## config.mk

```make
export PLATFORM = sky130hd
export DESIGN_NAME = dtree_oblique
export DESIGN_NICKNAME = d
export VERILOG_FILES = /design/src/rtl/dtree_oblique.sv
export SDC_FILE = /design/constraint.sdc
export NUM_CORES = 1
export LEC_CHECK = 0
export ABC_AREA = 1
export BUFFER_PORTS_ARGS = -buffer_cell sky130_fd_sc_hd__buf_2
export CAP_MARGIN = 20
export CORE_MARGIN = 10
export CORE_UTILIZATION = 39
export DETAILED_ROUTE_END_ITERATION = 8
export PLACE_DENSITY = 0.58
export SETUP_SLACK_MARGIN = 0.5
export SYNTH_ARGS = -nofsm -noshare
export SYNTH_HDL_FRONTEND = slang
export SYNTH_SLANG_ARGS = --single-unit
```

## constraint.sdc

```tcl
create_clock -name clk -period 7.9 [get_ports clk]
set_input_delay 1.58 -clock clk [delete_from_list [all_inputs] [get_ports clk]]
set_output_delay 1.58 -clock clk [all_outputs]
set_load 0.1 [all_outputs]
```

## src/rtl/dtree_oblique.sv

```systemverilog
// Oblique decision-tree classifier: collects FEATURES samples, then walks DEPTH levels of bias + sum(coeff*x) sign tests.
// Optional build macro DTREE_SATURATE_EN: clamp the accumulator instead of wrapping it.
module dtree_oblique #(
  parameter int FEATURES    = 3,
  parameter int DEPTH       = 3,
  parameter int IN_WIDTH    = 10,
  parameter int COEFF_WIDTH = 4,
  localparam int N          = (1 << DEPTH) - 1,
  localparam int AW         = (N * FEATURES > 1) ? $clog2(N * FEATURES) : 1
) (
  input  logic                clk,
  input  logic                reset,
  input  logic                in_valid,
  output logic                in_ready,
  input  logic [IN_WIDTH-1:0] sample,
  output logic                out_valid,
  input  logic                out_ready,
  output logic [DEPTH-1:0]    out_class,
  output logic                out_ovf,
  output logic                busy,
  input  logic                cfg_we,
  input  logic                cfg_sel,
  input  logic [AW-1:0]       cfg_addr,
  input  logic [IN_WIDTH-1:0] cfg_data
);

  localparam int FW   = (FEATURES > 1) ? $clog2(FEATURES) : 1;
  localparam int LW   = (DEPTH > 1) ? $clog2(DEPTH) : 1;
  localparam int BW   = (N > 1) ? $clog2(N) : 1;
  localparam int NW   = DEPTH + 1;
  localparam int ACCW = IN_WIDTH + 1;
  localparam logic [FW-1:0] F_LAST   = FW'(FEATURES - 1);
  localparam logic [LW-1:0] L_LAST   = LW'(DEPTH - 1);
  localparam logic [AW:0]   COEF_CNT = (AW + 1)'(N * FEATURES);
  localparam logic [AW:0]   BIAS_CNT = (AW + 1)'(N);

  typedef enum logic [2:0] {COLLECT, LOAD, MAC, DECIDE, DONE} state_t;

  state_t                            state;
  logic        [FW-1:0]              f;
  logic        [LW-1:0]              level;
  logic        [NW-1:0]              node;
  logic        [DEPTH-1:0]           path;
  logic signed [ACCW-1:0]            acc;

  logic signed [COEFF_WIDTH-1:0]     coeff_mem [N*FEATURES];
  logic signed [IN_WIDTH-1:0]        bias_mem  [N];
  logic signed [IN_WIDTH-1:0]        buffer    [FEATURES];

  logic        [AW-1:0]              cidx;
  logic        [BW-1:0]              bidx;
  logic signed [COEFF_WIDTH-1:0]     coef_cur;
  logic signed [IN_WIDTH-1:0]        x_cur;
  logic signed [IN_WIDTH+COEFF_WIDTH-1:0] prod;
  logic signed [ACCW-1:0]            scaled;
  logic        [ACCW:0]              sum_ext;
  logic                              add_ovf;
  logic signed [ACCW-1:0]            acc_next;

  assign busy     = (state != COLLECT);
  assign in_ready = (state == COLLECT) && !reset;

  // Table writes are only honoured while idle so a classification sees a consistent tree.
  always_ff @(posedge clk) begin
    if (cfg_we && !busy) begin
      if (!cfg_sel && ({1'b0, cfg_addr} < COEF_CNT))
        coeff_mem[cfg_addr] <= cfg_data[COEFF_WIDTH-1:0];
      if (cfg_sel && ({1'b0, cfg_addr} < BIAS_CNT))
        bias_mem[BW'(cfg_addr)] <= cfg_data;
    end
  end

  always_ff @(posedge clk) begin
    if (in_valid && in_ready)
      buffer[f] <= sample;
  end

  assign cidx     = AW'(node * FEATURES + f);
  assign bidx     = BW'(node);
  assign coef_cur = coeff_mem[cidx];
  assign x_cur    = buffer[f];
  assign prod     = coef_cur * x_cur;
  assign scaled   = ACCW'(prod >>> (COEFF_WIDTH - 1));
  assign sum_ext  = {acc[ACCW-1], acc} + {scaled[ACCW-1], scaled};
  assign add_ovf  = sum_ext[ACCW] ^ sum_ext[ACCW-1];

`ifdef DTREE_SATURATE_EN
  always_comb begin
    acc_next = sum_ext[ACCW-1:0];
    if (add_ovf)
      acc_next = sum_ext[ACCW] ? {1'b1, {IN_WIDTH{1'b0}}} : {1'b0, {IN_WIDTH{1'b1}}};
  end
`else
  assign acc_next = sum_ext[ACCW-1:0];
`endif

  always_ff @(posedge clk) begin
    if (reset) begin
      state     <= COLLECT;
      f         <= '0;
      level     <= '0;
      node      <= '0;
      path      <= '0;
      acc       <= '0;
      out_valid <= 1'b0;
      out_class <= '0;
      out_ovf   <= 1'b0;
    end else begin
      case (state)
        COLLECT: begin
          if (in_valid) begin
            if (f == F_LAST) begin
              f     <= '0;
              state <= LOAD;
            end else begin
              f <= f + FW'(1);
            end
          end
        end
        LOAD: begin
          acc   <= {bias_mem[bidx][IN_WIDTH-1], bias_mem[bidx]};
          f     <= '0;
          state <= MAC;
        end
        MAC: begin
          acc <= acc_next;
          if (add_ovf)
            out_ovf <= 1'b1;
          if (f == F_LAST) begin
            f     <= '0;
            state <= DECIDE;
          end else begin
            f <= f + FW'(1);
          end
        end
        DECIDE: begin
          // Negative result selects the right child: node*2+2.
          node <= {node[NW-2:0], 1'b1} + NW'(acc[ACCW-1]);
          path <= DEPTH'({path, acc[ACCW-1]});
          if (level == L_LAST) begin
            out_class <= DEPTH'({path, acc[ACCW-1]});
            out_valid <= 1'b1;
            state     <= DONE;
          end else begin
            level <= level + LW'(1);
            state <= LOAD;
          end
        end
        DONE: begin
          if (out_ready) begin
            out_valid <= 1'b0;
            out_class <= '0;
            out_ovf   <= 1'b0;
            node      <= '0;
            level     <= '0;
            path      <= '0;
            state     <= COLLECT;
          end
        end
        default: state <= COLLECT;
      endcase
    end
  end

endmodule

```

==> impl_metrics.ini, run 1 <==
[finish]
ff_latch_area_um2 = 6206
nFillCells = 2591
drive_above_1_share_pct = 10.72
fin_area_um2 = 12280
fin_util_pct = 45.32
antennaDiodeCount = 0
layout.nets = 1199
syn_to_final_growth_pct = 13.49
multiInputGateArea_um2 = 4091

[die]
die_h_um = 186.6
dieArea_um2 = 34810
fp-row-count = 60
io_pins = 38
core_um2 = 27100
die_w_um = 186.6
start_util_pct = 39.94

[critical_path]
cpPeakStageDelay_ns = 0.63
start_kind = register
worst_path_most_repeated_cell = nand2_1
worst-r2r-setup-slack_ns = 1.08
worstSetupEndpointType = register
cp_max_fo = 10
critical_path_buf_inv_count = 8
required_ns = 8.30
path_class = reg -> reg
worst_ep_arrival_time_ns = 7.23
path_delay_family = adder cells
cp_slowest_cell = fa_2

[routing]
viasPerCell = 5.034
drtAntennaViolNets = 0
routed-via-count = 7506
routed_wl_um = 24870
dr.pass1.iters = 7
drc = 0
drt_iter0_markers = 501
wl_per_cell_um = 16.68

[run_status]
status = finished clean

[sta]
period_minus_slack_ns = 6.825
worst_pin_slew_ns = 1.055
fin_skew_ns = 0.008864
slew_headroom_pct = 29.43
setup_tns_ns = 0
slew_viol_final = 0
rsz0062_at_grt = no
setup_violations = 0
fin_ws_ns = 1.075
max_clock_freq_ghz = 0.1465
fin_crit_sh_pct = 86.39
hold_viol = 0

[pwr]
total_power_uw = 4022
p_leak_uw = 0.004883
irDropWorstVdd_mv = 0.1788
power_density_nw_per_um2 = 327.4

[synth]
ys_seq_area_share_pct = 57.34
syn_nets = 1146
synth_xor_area_share_pct = 1.792
synthSimpleGateAreaFrac_pct = 15.98
synth_cells = 1048
ys_warn_count = 0
synthAdderAreaFrac_pct = 9.480
synth_area_per_cell_um2 = 10.33
synthMuxAreaShare_pct = 0
synth-compound-area-share_pct = 10.36
synth.ff_latch_count = 218
synth_top_family_by_area = simple AND/OR/NAND/NOR gates
yosysUniqueCellTypes = 43
synth_area_um2 = 10820

[grt]
grt_pass1_wl_um = 40010
gr-usage-met3_pct = 2.458
grtUsageMet1_pct = 19.29
met2_usage_pct = 22.40
grt_start_max_net_pins = 41
busiest_layer = met2
antenna_found_initial = 0
first_global_vias = 7380
grt_overflow = 0
grt.total_usage_pct = 13.94

[clock_network]
cts_root_buffer = clkbuf_16
clk_path_buf_depth = 3
cts_sinks = 218
insertion_delay_ns = 0.51
cts_tree = built
cts_buffers = 25
clk_pin_slew_ns = 0.06
cts_max_level = 1

[placement]
port-buffer-count = 37
place_congestion = 0.9060
dp_hpwl_um = 16860
dp_slack_ns = 0.6135
dpl_cell_area_um2 = 11410

[flow_run]
maxCapViolations = 0

[hold_path]
hold_class = reg -> reg
layout make-up:
class | instances | area share (%)
tap | 372 | 3.789
sequential | 218 | 50.52
timing repair buffer | 56 | 2.862
clock buffer | 36 | 5.429
inverter | 105 | 3.239
clock inverter | 9 | 0.8455
multi-input combinational | 695 | 33.31
tightest hold or removal path, cell delays in order, from the launching register on:
cell and delay [ns]:
dfxtp_1 0.30, inv_1 0.05, a21oi_1 0.05
per-layer routing:
| layer | routed length (µm) | part of all wire [%] |
|---|---|---|
| met3 | 1275 | 5.1 |
| met5 | 0 | 0 |
| met2 | 11470 | 46 |
| met1 | 11780 | 47 |
| met4 | 342 | 1.4 |
what timing repair did:
action                                  CTS  global route
resized for setup                         0             5
setup buffers                             0             6
hold buffers                              0             0
endpoints found under the setup margin    0             6
cell families after synthesis:
| kind of cell | Yosys count |
|---|---|
| compound gates | 189 |
| xor+xnor | 20 |
| buf+inv | 135 |
| flops | 218 |
| simple gates | 419 |
| fa+ha+maj | 67 |
synthesized netlist by cell type, drive strengths merged:
cell / count / area (µm²)
o22ai: 3 / 18.77
or2: 9 / 56.30
a21boi: 1 / 7.510
buf: 18 / 107.6
o211ai: 13 / 125.1
xor2: 10 / 87.58
a311oi: 1 / 8.760
fa: 25 / 500.5
a31oi: 12 / 75.07
nor4: 1 / 6.260
a22oi: 4 / 30.03
nand3: 71 / 360.3
ha: 42 / 525.5
xnor2: 10 / 106.4
clkinv: 3 / 11.26
nand4: 7 / 43.79
a32oi: 1 / 8.760
a211oi: 3 / 27.52
nand2: 225 / 849.6
a21oi: 88 / 440.4
dfxtp: 34 / 680.7
o31a: 1 / 8.760
o221ai: 4 / 35.03
inv: 102 / 382.9
o21bai: 2 / 15.01
o31ai: 1 / 7.510
a32o: 3 / 30.03
nor2: 94 / 352.8
nor3: 12 / 60.06
edfxtp: 184 / 5525
clkbuf: 12 / 45.04
a31o: 5 / 43.79
o21ai: 47 / 239.0
power by group:
group | leakage (µW) | switching (µW) | total [µW] | internal [µW]
logic | 0.00258 | 1010 | 1640 | 627
registers | 0.00193 | 15.6 | 1280 | 1270
clock network | 0.000368 | 445 | 1100 | 653
total | 0.00488 | 1470 | 4020 | 2550
placed cells by master (no fill, tap or decap), types with 34 or more instances in the layout:
master	count
nor2_1	94
o21ai_0	46
nand3_1	70
nand2_1	223
a21oi_1	87
edfxtp_1	184
dfxtp_1	34
inv_1	96
ha_1	42
buf_2	37
path summary, 6_finish.rpt:
kind | depth (start not counted) | endpoint | from
setup / recovery | 33 | out_ovf$_SDFFE_PP0P_ | f[1]$_SDFFE_PP0P_
hold / removal | 2 | out_ovf$_SDFFE_PP0P_ | out_ovf$_SDFFE_PP0P_
setup reg to reg | 33 | out_ovf$_SDFFE_PP0P_ | f[1]$_SDFFE_PP0P_
hold reg to reg | 2 | out_ovf$_SDFFE_PP0P_ | out_ovf$_SDFFE_PP0P_
sequential cells by signal, indices dropped and copies added (netlist names), named ones only:
name,count
node,4
out_ovf,1
level,2
path,2
f,2
out_class,3
state,3
coeff_mem,84
bias_mem,70
acc,11
buffer,30
out_valid,1
per-stage QoR:
step / instances / hold slack [ns]
6_report: 1491 / 0.4462
2_1_floorplan: 1048 / 0.4398
4_1_cts: 1483 / 0.4533
3_3_place_gp: 1437 / 0.4382
3_5_place_dp: 1438 / 0.4439
5_1_grt: 1491 / 0.4813
Power figures use the tool's default switching activity.
==> run 2, diff against run 1 <==
--- a/config.mk
+++ b/config.mk
@@ -9,8 +9,11 @@
 export BUFFER_PORTS_ARGS = -buffer_cell sky130_fd_sc_hd__buf_2
 export CAP_MARGIN = 20
+export CELL_PAD_IN_SITES_DETAIL_PLACEMENT = 0
+export CELL_PAD_IN_SITES_GLOBAL_PLACEMENT = 1
 export CORE_MARGIN = 10
 export CORE_UTILIZATION = 39
+export CTS_CLUSTER_SIZE = 25
 export DETAILED_ROUTE_END_ITERATION = 8
-export PLACE_DENSITY = 0.58
+export PLACE_DENSITY = 0.69
 export SETUP_SLACK_MARGIN = 0.5
 export SYNTH_ARGS = -nofsm -noshare
==> constraint.sdc (replaced) <==
create_clock -name clk -period 7.9 [get_ports clk]
set_input_delay 0.79 -clock clk [delete_from_list [all_inputs] [get_ports clk]]
set_output_delay 0.79 -clock clk [all_outputs]
set_load 0.1 [all_outputs]
==> impl_metrics.ini, run 2 (synthesized netlist as in run 1, its figures left out) <==
[run_status]
status = finished clean

[sta]
worst_pin_slew_ns = 1.044
period_minus_slack_ns = 6.827
setup_tns_ns = 0
rsz0062_at_grt = no
setup_violations = 0
hold_viol = 0
slew_viol_final = 0
max_clock_freq_ghz = 0.1465
fin_skew_ns = 0.007566
slew_headroom_pct = 30.14
fin_crit_sh_pct = 86.41

[die]
die_h_um = 186.6
dieArea_um2 = 34810
io_pins = 38
fp-row-count = 60
start_util_pct = 39.94
die_w_um = 186.6
core_um2 = 27100

[finish]
layout.nets = 1200
largest_reg_flops = 84
largest_registers = coeff_mem (84), bias_mem (70), buffer (30)
final_common_cell = nand2_1
regMostFlops = coeff_mem
mostFrequentLayoutCells = 223 x nand2_1, 184 x edfxtp_1, 96 x inv_1
antennaDiodeCount = 0
drive_above_1_share_pct = 11.43
syn_to_final_growth_pct = 13.88

[routing]
drc = 0
drt_iter0_markers = 458
dr.pass1.iters = 4
routed_wl_um = 24770
drtAntennaViolNets = 0
wl_per_cell_um = 16.60
viasPerCell = 4.967
routed-via-count = 7411

[critical_path]
cpPeakStageDelay_ns = 0.64
r2r.worst_path.cells = 34
worst_path_most_repeated_cell = nand2_1
cp_max_fo = 10
cp_slowest_cell = fa_2
start_kind = register
path_class = reg -> reg
required_ns = 8.30
worstSetupEndpointType = register
worst_ep_arrival_time_ns = 7.23

[clock_network]
cts_sinks = 218
cts_tree = built
cts_buffers = 24
cts_root_buffer = clkbuf_16
clk_path_buf_depth = 3
clk_pin_slew_ns = 0.06
cts_max_level = 1
insertion_delay_ns = 0.51

[placement]
dp_hpwl_um = 16810
place_congestion = 0.8609
port-buffer-count = 37

[flow_run]
maxCapViolations = 0

[hold_path]
hold_class = reg -> reg
min_path_cells = 2

[pwr]
p_leak_uw = 0.004899
power_density_nw_per_um2 = 330.8
total_power_uw = 4077
irDropWorstVdd_mv = 0.1711

[grt]
grt_pass1_wl_um = 39840
first_global_vias = 7357
grt.total_usage_pct = 13.87
grt_overflow = 0
grt_start_max_net_pins = 41
antenna_found_initial = 0
run 2: worst paths after layout:
| path | start | endpoint | slack [ns] |
|---|---|---|---|
| max | f[1]$_SDFFE_PP0P_ | out_ovf$_SDFFE_PP0P_ | 1.07 |
| min | out_valid$_SDFFE_PP0P_ | out_valid$_SDFFE_PP0P_ | 0.46 |
| max reg2reg | f[1]$_SDFFE_PP0P_ | out_ovf$_SDFFE_PP0P_ | 1.07 |
| min reg2reg | out_valid$_SDFFE_PP0P_ | out_valid$_SDFFE_PP0P_ | 0.46 |
run 2: repair_timing:
action	CTS	global route
setup endpoints to repair	0	6
gates resized for setup	0	9
endpoints found under the hold margin	0	0
buffers inserted	0	10
hold buffers	0	0
run 2: routing by layer:
metal  share of wire [%]  GRT usage (%)  vias up
met5                   0              0        -
met4                 1.3          2.854        0
met3                 3.1          1.825       23
met2                  47          23.23      112
met1                  48          18.81     3547
li1                    -              -     3729
run 2: layout make-up:
cell class | instances | area [µm²]
fill | 2540 | 14780
clock buffer | 31 | 648.1
clock inverter | 13 | 156.4
multi-input combinational | 695 | 4109
inverter | 105 | 400.4
sequential | 218 | 6206
timing repair buffer | 58 | 340.3
tap | 372 | 465.4
run 2: worst max-delay path: cells and delay by family, from the launching register on:
kind	cells	cell delay [ns]
adders and majority gates	8	3.41
and+or+nand+nor	14	1.28
AOI/OAI and AO/OA	5	0.76
buffers and inverters	6	0.70
DFF	1	0.36
xor gates and xnor gates	1	0.18
run 2: per-stage QoR:
stage                     instance area [µm²]  worst slack, ns  hold slack (ns)  utilization, %  cells
final                                   12330            1.073           0.4622           45.48   1492
after global placement                  11400           0.7424           0.4499           42.05   1437
after CTS                               12200           0.5869           0.4648           45.02   1481
after global routing                    12330           0.4795           0.4635           45.48   1492
after floorplan                         10820            1.271           0.4398               -   1048
after detailed placement                11400           0.6030           0.4572           42.05   1437
run 2: power by group:
group	switching [µW]	total (µW)	leakage, µW	internal, µW
combinational	1020	1670	0.00258	648
clock	445	1130	0.000385	683
sequential	16.5	1280	0.00193	1270
